File: src/rtl/mul_unit.sv
// Iterative shift-add 32x32 multiplier with optional accumulate (MUL / MLA).
// One multiplier bit per ITER cycle; FIN presents the registered result with a one-cycle DONE.
module mul_unit #(
   parameter bit EARLY_TERM = 1'b1
) (
   input  logic        Clk,
   input  logic        RESET,
   input  logic [31:0] Rm,
   input  logic [31:0] Rs,
   input  logic [31:0] Rn,
   input  logic        START,
   input  logic        ACC,
   output logic [31:0] Rd,
   output logic        BUSY,
   output logic        DONE,
   output logic        N,
   output logic        Z
);

   typedef enum logic [1:0] {
      IDLE = 2'd0,
      ITER = 2'd1,
      FIN  = 2'd2
   } stateT;

   stateT       state;
   stateT       stateNext;
   logic [31:0] acc;
   logic [31:0] mcand;
   logic [31:0] mplier;
   logic [4:0]  cnt;
   logic [31:0] accStep;
   logic        lastStep;

   assign accStep = mplier[0] ? (acc + mcand) : acc;

   // Decided on the pre-shift multiplier: the shifted value is zero when bits [31:1] are.
   assign lastStep = (cnt == 5'd31) || (EARLY_TERM && (mplier[31:1] == 31'd0));

   always_ff @(posedge Clk or posedge RESET) begin
      if (RESET) begin
         state <= IDLE;
      end else begin
         state <= stateNext;
      end
   end

   always_comb begin
      stateNext = state;
      case (state)
         IDLE:    if (START) stateNext = ITER;
         ITER:    if (lastStep) stateNext = FIN;
         FIN:     stateNext = IDLE;
         default: stateNext = IDLE;
      endcase
   end

   always_comb begin
      BUSY = (state == ITER);
      DONE = (state == FIN);
   end

   always_ff @(posedge Clk or posedge RESET) begin
      if (RESET) begin
         acc    <= 32'd0;
         mcand  <= 32'd0;
         mplier <= 32'd0;
         cnt    <= 5'd0;
         Rd     <= 32'd0;
         N      <= 1'b0;
         Z      <= 1'b1;
      end else begin
         case (state)
            IDLE: begin
               if (START) begin
                  acc    <= ACC ? Rn : 32'd0;
                  mcand  <= Rm;
                  mplier <= Rs;
                  cnt    <= 5'd0;
               end
            end
            ITER: begin
               acc    <= accStep;
               mcand  <= {mcand[30:0], 1'b0};
               mplier <= {1'b0, mplier[31:1]};
               cnt    <= cnt + 5'd1;
               // Result flags are loaded together with Rd on the step that enters FIN.
               if (lastStep) begin
                  Rd <= accStep;
                  N  <= accStep[31];
                  Z  <= (accStep == 32'd0);
               end
            end
            default: ;
         endcase
      end
   end

endmodule

File: config.mk
export PLATFORM = sky130hd
export DESIGN_NAME = mul_unit
export DESIGN_NICKNAME = d
export VERILOG_FILES = /design/src/rtl/mul_unit.sv
export SDC_FILE = /design/constraint.sdc
export NUM_CORES = 1
export LEC_CHECK = 0
export ABC_AREA = 1
export CELL_PAD_IN_SITES_DETAIL_PLACEMENT = 0
export CELL_PAD_IN_SITES_GLOBAL_PLACEMENT = 2
export CORE_UTILIZATION = 33
export DETAILED_ROUTE_END_ITERATION = 6
export GPL_ROUTABILITY_DRIVEN = 0
export PLACE_DENSITY_LB_ADDON = 0.1
export SLEW_MARGIN = 10
export SYNTH_ARGS = -nofsm -noshare
export SYNTH_HDL_FRONTEND = slang
export SYNTH_SLANG_ARGS = --single-unit
File: constraint.sdc
create_clock -name Clk -period 8.6 [get_ports Clk]
set_input_delay 1.29 -clock Clk [delete_from_list [all_inputs] [get_ports Clk]]
set_output_delay 1.29 -clock Clk [all_outputs]
set_load 0.1 [all_outputs]
==> tab_implementation.tex <==
\begin{tabular}{lr}
\hline
Metric & Value \\
\hline
\multicolumn{2}{l}{\textbf{Status}} \\
Outcome & complete, no violations \\
\multicolumn{2}{l}{\textbf{Timing}} \\
Accumulated negative setup slack & 0 ps \\
Peak Freq & around 0.24 GHz \\
Number of hold violations in the final report & 0 \\
Final Cycle Share & 49.2\% \\
Clock period minus final worst setup slack & between 4000 and 5000 ps \\
Slew @ Worst Pin & about 1100 ps \\
Setup repair after global routing missed its margin & no \\
Clock tree skew after final layout & 25.3 ps \\
Worst-case headroom to the max-slew limit & $\sim$30\% \\
Number of setup violations in the final report & 0 \\
Slew Limit Fails & 0 \\
\multicolumn{2}{l}{\textbf{Clock tree}} \\
Clock edge transition at the registers on the reported setup and hold paths & 70 ps \\
Number of H-tree levels & 4 \\
Clock sink total & about 140 \\
Clk buf depth & 2 \\
\# Post-CTS Setup Buffers & 0 \\
Clock tree from TritonCTS & yes \\
CTS Root Buffer Type & clkbuf\_16 \\
Number of buffers added to fix hold violations after cts & 0 \\
TritonCTS buffer count & 17 \\
Cells resized by post-CTS repair & 0 \\
Clock insertion delay at the later pin of the skew report & roughly 440 ps \\
\multicolumn{2}{l}{\textbf{Critical path}} \\
Worst path arrival time & 2940 ps \\
Critical path data required time & 7310 ps \\
Critical Path Fanout Max & 38 \\
Crit. Startpoint & state[0] \\
Origin of the critical flop-to-flop path & acc[0] \\
Element type at the critical path end & output pin \\
Category of the most critical setup path & reg -> out \\
Crit start category & register \\
\multicolumn{2}{l}{\textbf{Power and ir drop}} \\
Max rail drop VDD & between 200 and 250 uV \\
Static Leakage & 5.29 nW \\
Pwr per Cell Area & 465 mW/mm\^{}2 \\
\multicolumn{2}{l}{\textbf{Routing}} \\
DR vias/cell & 4.95 \\
Mean routed wirelength per cell & 17.6 um \\
Detailed-route via count & 8450 \\
Total Routed Length & 30000 um \\
Pre-Repair DR Iteration Count & 5 \\
Starting DRT DRC Count & 539 \\
DRC violation count after routing & 0 \\
Routed Antenna Nets & 0 \\
\multicolumn{2}{l}{\textbf{Worst hold path}} \\
Hold wc startpoint & Z \\
Hold Path Class & reg -> reg \\
\multicolumn{2}{l}{\textbf{Floorplan}} \\
Die area & 0.0271 mm\^{}2 \\
Die extent in x & 165 um \\
Core outline area & 0.0260 mm\^{}2 \\
Die height & 165 um \\
Number of placement rows & 59 \\
Initial standard-cell utilization of the core & $\sim$34\% \\
I/O pin cnt & between 100 and 150 \\
\multicolumn{2}{l}{\textbf{Global routing}} \\
Wire length of the first global-routing pass & 46800 um \\
Number of global-route vias before repair & 8271 \\
Maximum number of pins on one net before global-route repair & 97 \\
Grt ovf & 0 \\
All-layer global routing usage & $\sim$23\% \\
Number of antenna violations at the first check in global routing & 1 \\
\multicolumn{2}{l}{\textbf{Layout}} \\
Final Instance Count excl. Fillers & 1706 \\
Count of nets after finishing & 1492 \\
N\_diodes & 0 \\
Post-route cell area & 0.0109 mm\^{}2 \\
Signed area change from the synthesized netlist to the final layout & 25.2\% \\
Layout cells sized above 1 & 5.84\% \\
\multicolumn{2}{l}{\textbf{Place}} \\
Placed cell count & between 1500 and 2000 \\
Sum of net half-perimeters after detailed placement & 22600 um \\
DP Area & 0.0104 mm\^{}2 \\
Port bufs & roughly 140 \\
\multicolumn{2}{l}{\textbf{Synth}} \\
Register area share after synthesis & 39.0\% \\
Number of synthesized register bits & 136 \\
YS warnings & 0 \\
Mapped Nets & 1379 \\
Mapped Cells & 1245 \\
Synth unique cells & 40 \\
Syn Std Cell Area & 0.00873 mm\^{}2 \\
Average cell area after synthesis & 7.01 um\^{}2 \\
\multicolumn{2}{l}{\textbf{Job}} \\
Number of max-cap violations & 0 \\
\hline
\end{tabular}
==> final timing paths <==
path | to | slack [ps] | depth (start not counted)
worst max-delay path | BUSY | 4370 | 3
worst min-delay path | Z | 480 | 2
worst max register to register | Z | 5520 | 17
worst min register to register | Z | 480 | 2
max in group asynchronous | Rd[31] | 5950 | 3
min in group asynchronous | Rd[1] | 1400 | 2
==> kinds of logic (layout without fill, tap and decap cells) <==
family / Yosys count / in the layout / share of synthesized area, %
and+or+nand+nor: 661 / 661 / 31.5
AOI/OAI and AO/OA: 175 / 175 / 13.5
DFF: 136 / 136 / 39.0
adders and majority gates: 34 / 34 / 4.96
xor gates and xnor gates: 4 / 4 / 0.402
muxes: 2 / 2 / 0.229
buffers and inverters: 233 / 359 / 10.4
==> routing by layer <==
| layer | up-vias | track usage (%) | wire length, um |
|---|---|---|---|
| met5 | - | 0 | 11 |
| met4 | 2 | 4.75 | 238 |
| met3 | 20 | 3.39 | 1290 |
| met2 | 195 | 34.4 | 13000 |
| met1 | 3982 | 35.2 | 15500 |
| li1 | 4251 | - | - |
==> area by class of cell <==
cell class	count	area (um^2)
timing repair buffer	142	1400
sequential	136	3400
multi-input combinational	876	4430
fill	2797	15100
tap	335	419
clock inverter	14	136
clock buffer	18	429
inverter	185	699
==> registers in the layout, indices dropped and copies added (netlist names) <==
name and cells:
Rd 32, acc 32, mcand 32, mplier 32, cnt 5, state 2, Z 1
==> cell usage after synthesis <==
master | n | area (um^2)
xnor2_1 | 1 | 8.76
buf_4 | 3 | 22.5
nand2_2 | 14 | 87.6
or2_1 | 1 | 6.26
nor3_1 | 5 | 25.0
inv_2 | 5 | 18.8
fa_1 | 1 | 20.0
ha_1 | 33 | 413
nor2_1 | 86 | 323
o21bai_1 | 3 | 22.5
inv_1 | 180 | 676
nor2_4 | 2 | 22.5
o211ai_1 | 32 | 240
xor2_1 | 3 | 26.3
o21ai_1 | 10 | 50.1
nand3_1 | 107 | 536
nor3_2 | 2 | 20.0
nand4_1 | 10 | 62.6
o21a_1 | 3 | 22.5
clkbuf_8 | 2 | 27.5
a31oi_1 | 2 | 12.5
nand3b_1 | 2 | 15.0
a21oi_1 | 21 | 105
mux2i_1 | 2 | 20.0
o21ai_0 | 41 | 205
buf_1 | 6 | 22.5
dfrtp_1 | 135 | 3380
or2_2 | 2 | 12.5
nor2_2 | 5 | 31.3
a22oi_1 | 16 | 120
buf_2 | 3 | 15.0
a21oi_2 | 2 | 17.5
o221ai_1 | 34 | 298
nand3_2 | 2 | 20.0
clkbuf_1 | 34 | 128
a22o_1 | 2 | 17.5
nand2_1 | 423 | 1590
dfstp_2 | 1 | 26.3
o21ai_2 | 3 | 26.3
o22ai_1 | 6 | 37.5
==> cell usage in the layout (no fill, tap or decap), types with 14 or more instances in the layout <==
master	synthesis	routed
inv_1	180	179
nand2_2	14	14
ha_1	33	33
clkbuf_16	0	17
a22oi_1	16	16
clkdlybuf4s50_1	0	135
o21ai_0	41	41
o211ai_1	32	32
dfrtp_1	135	135
a21oi_1	21	21
nor2_1	86	83
nand3_1	107	107
o221ai_1	34	34
nand2_1	423	423
==> power breakdown <==
| group | leakage, nW | switching [mW] | internal, mW |
|---|---|---|---|
| clock network | 0.268 | 0.335 | 0.383 |
| registers | 1.64 | 0.233 | 0.935 |
| logic | 3.38 | 2.20 | 0.990 |
| total | 5.29 | 2.77 | 2.31 |
==> critical path: stages (launching register included) <==
cell	delay [ps]
dfrtp_1	410
inv_1	90
nor2_4	720
clkdlybuf4s50_1	1280
==> per-stage QoR <==
stage	setup WS, ps	util [%]	total power [mW]	hold WS (ps)
6_report	4370	42.1	5.08	480
5_1_grt	4240	42.1	5.53	500
4_1_cts	4340	42.1	5.11	483
3_5_place_dp	4810	39.9	4.38	474
3_3_place_gp	4820	39.9	4.37	465
2_1_floorplan	3670	-	3.46	462
(Power assumes the default switching activity.)
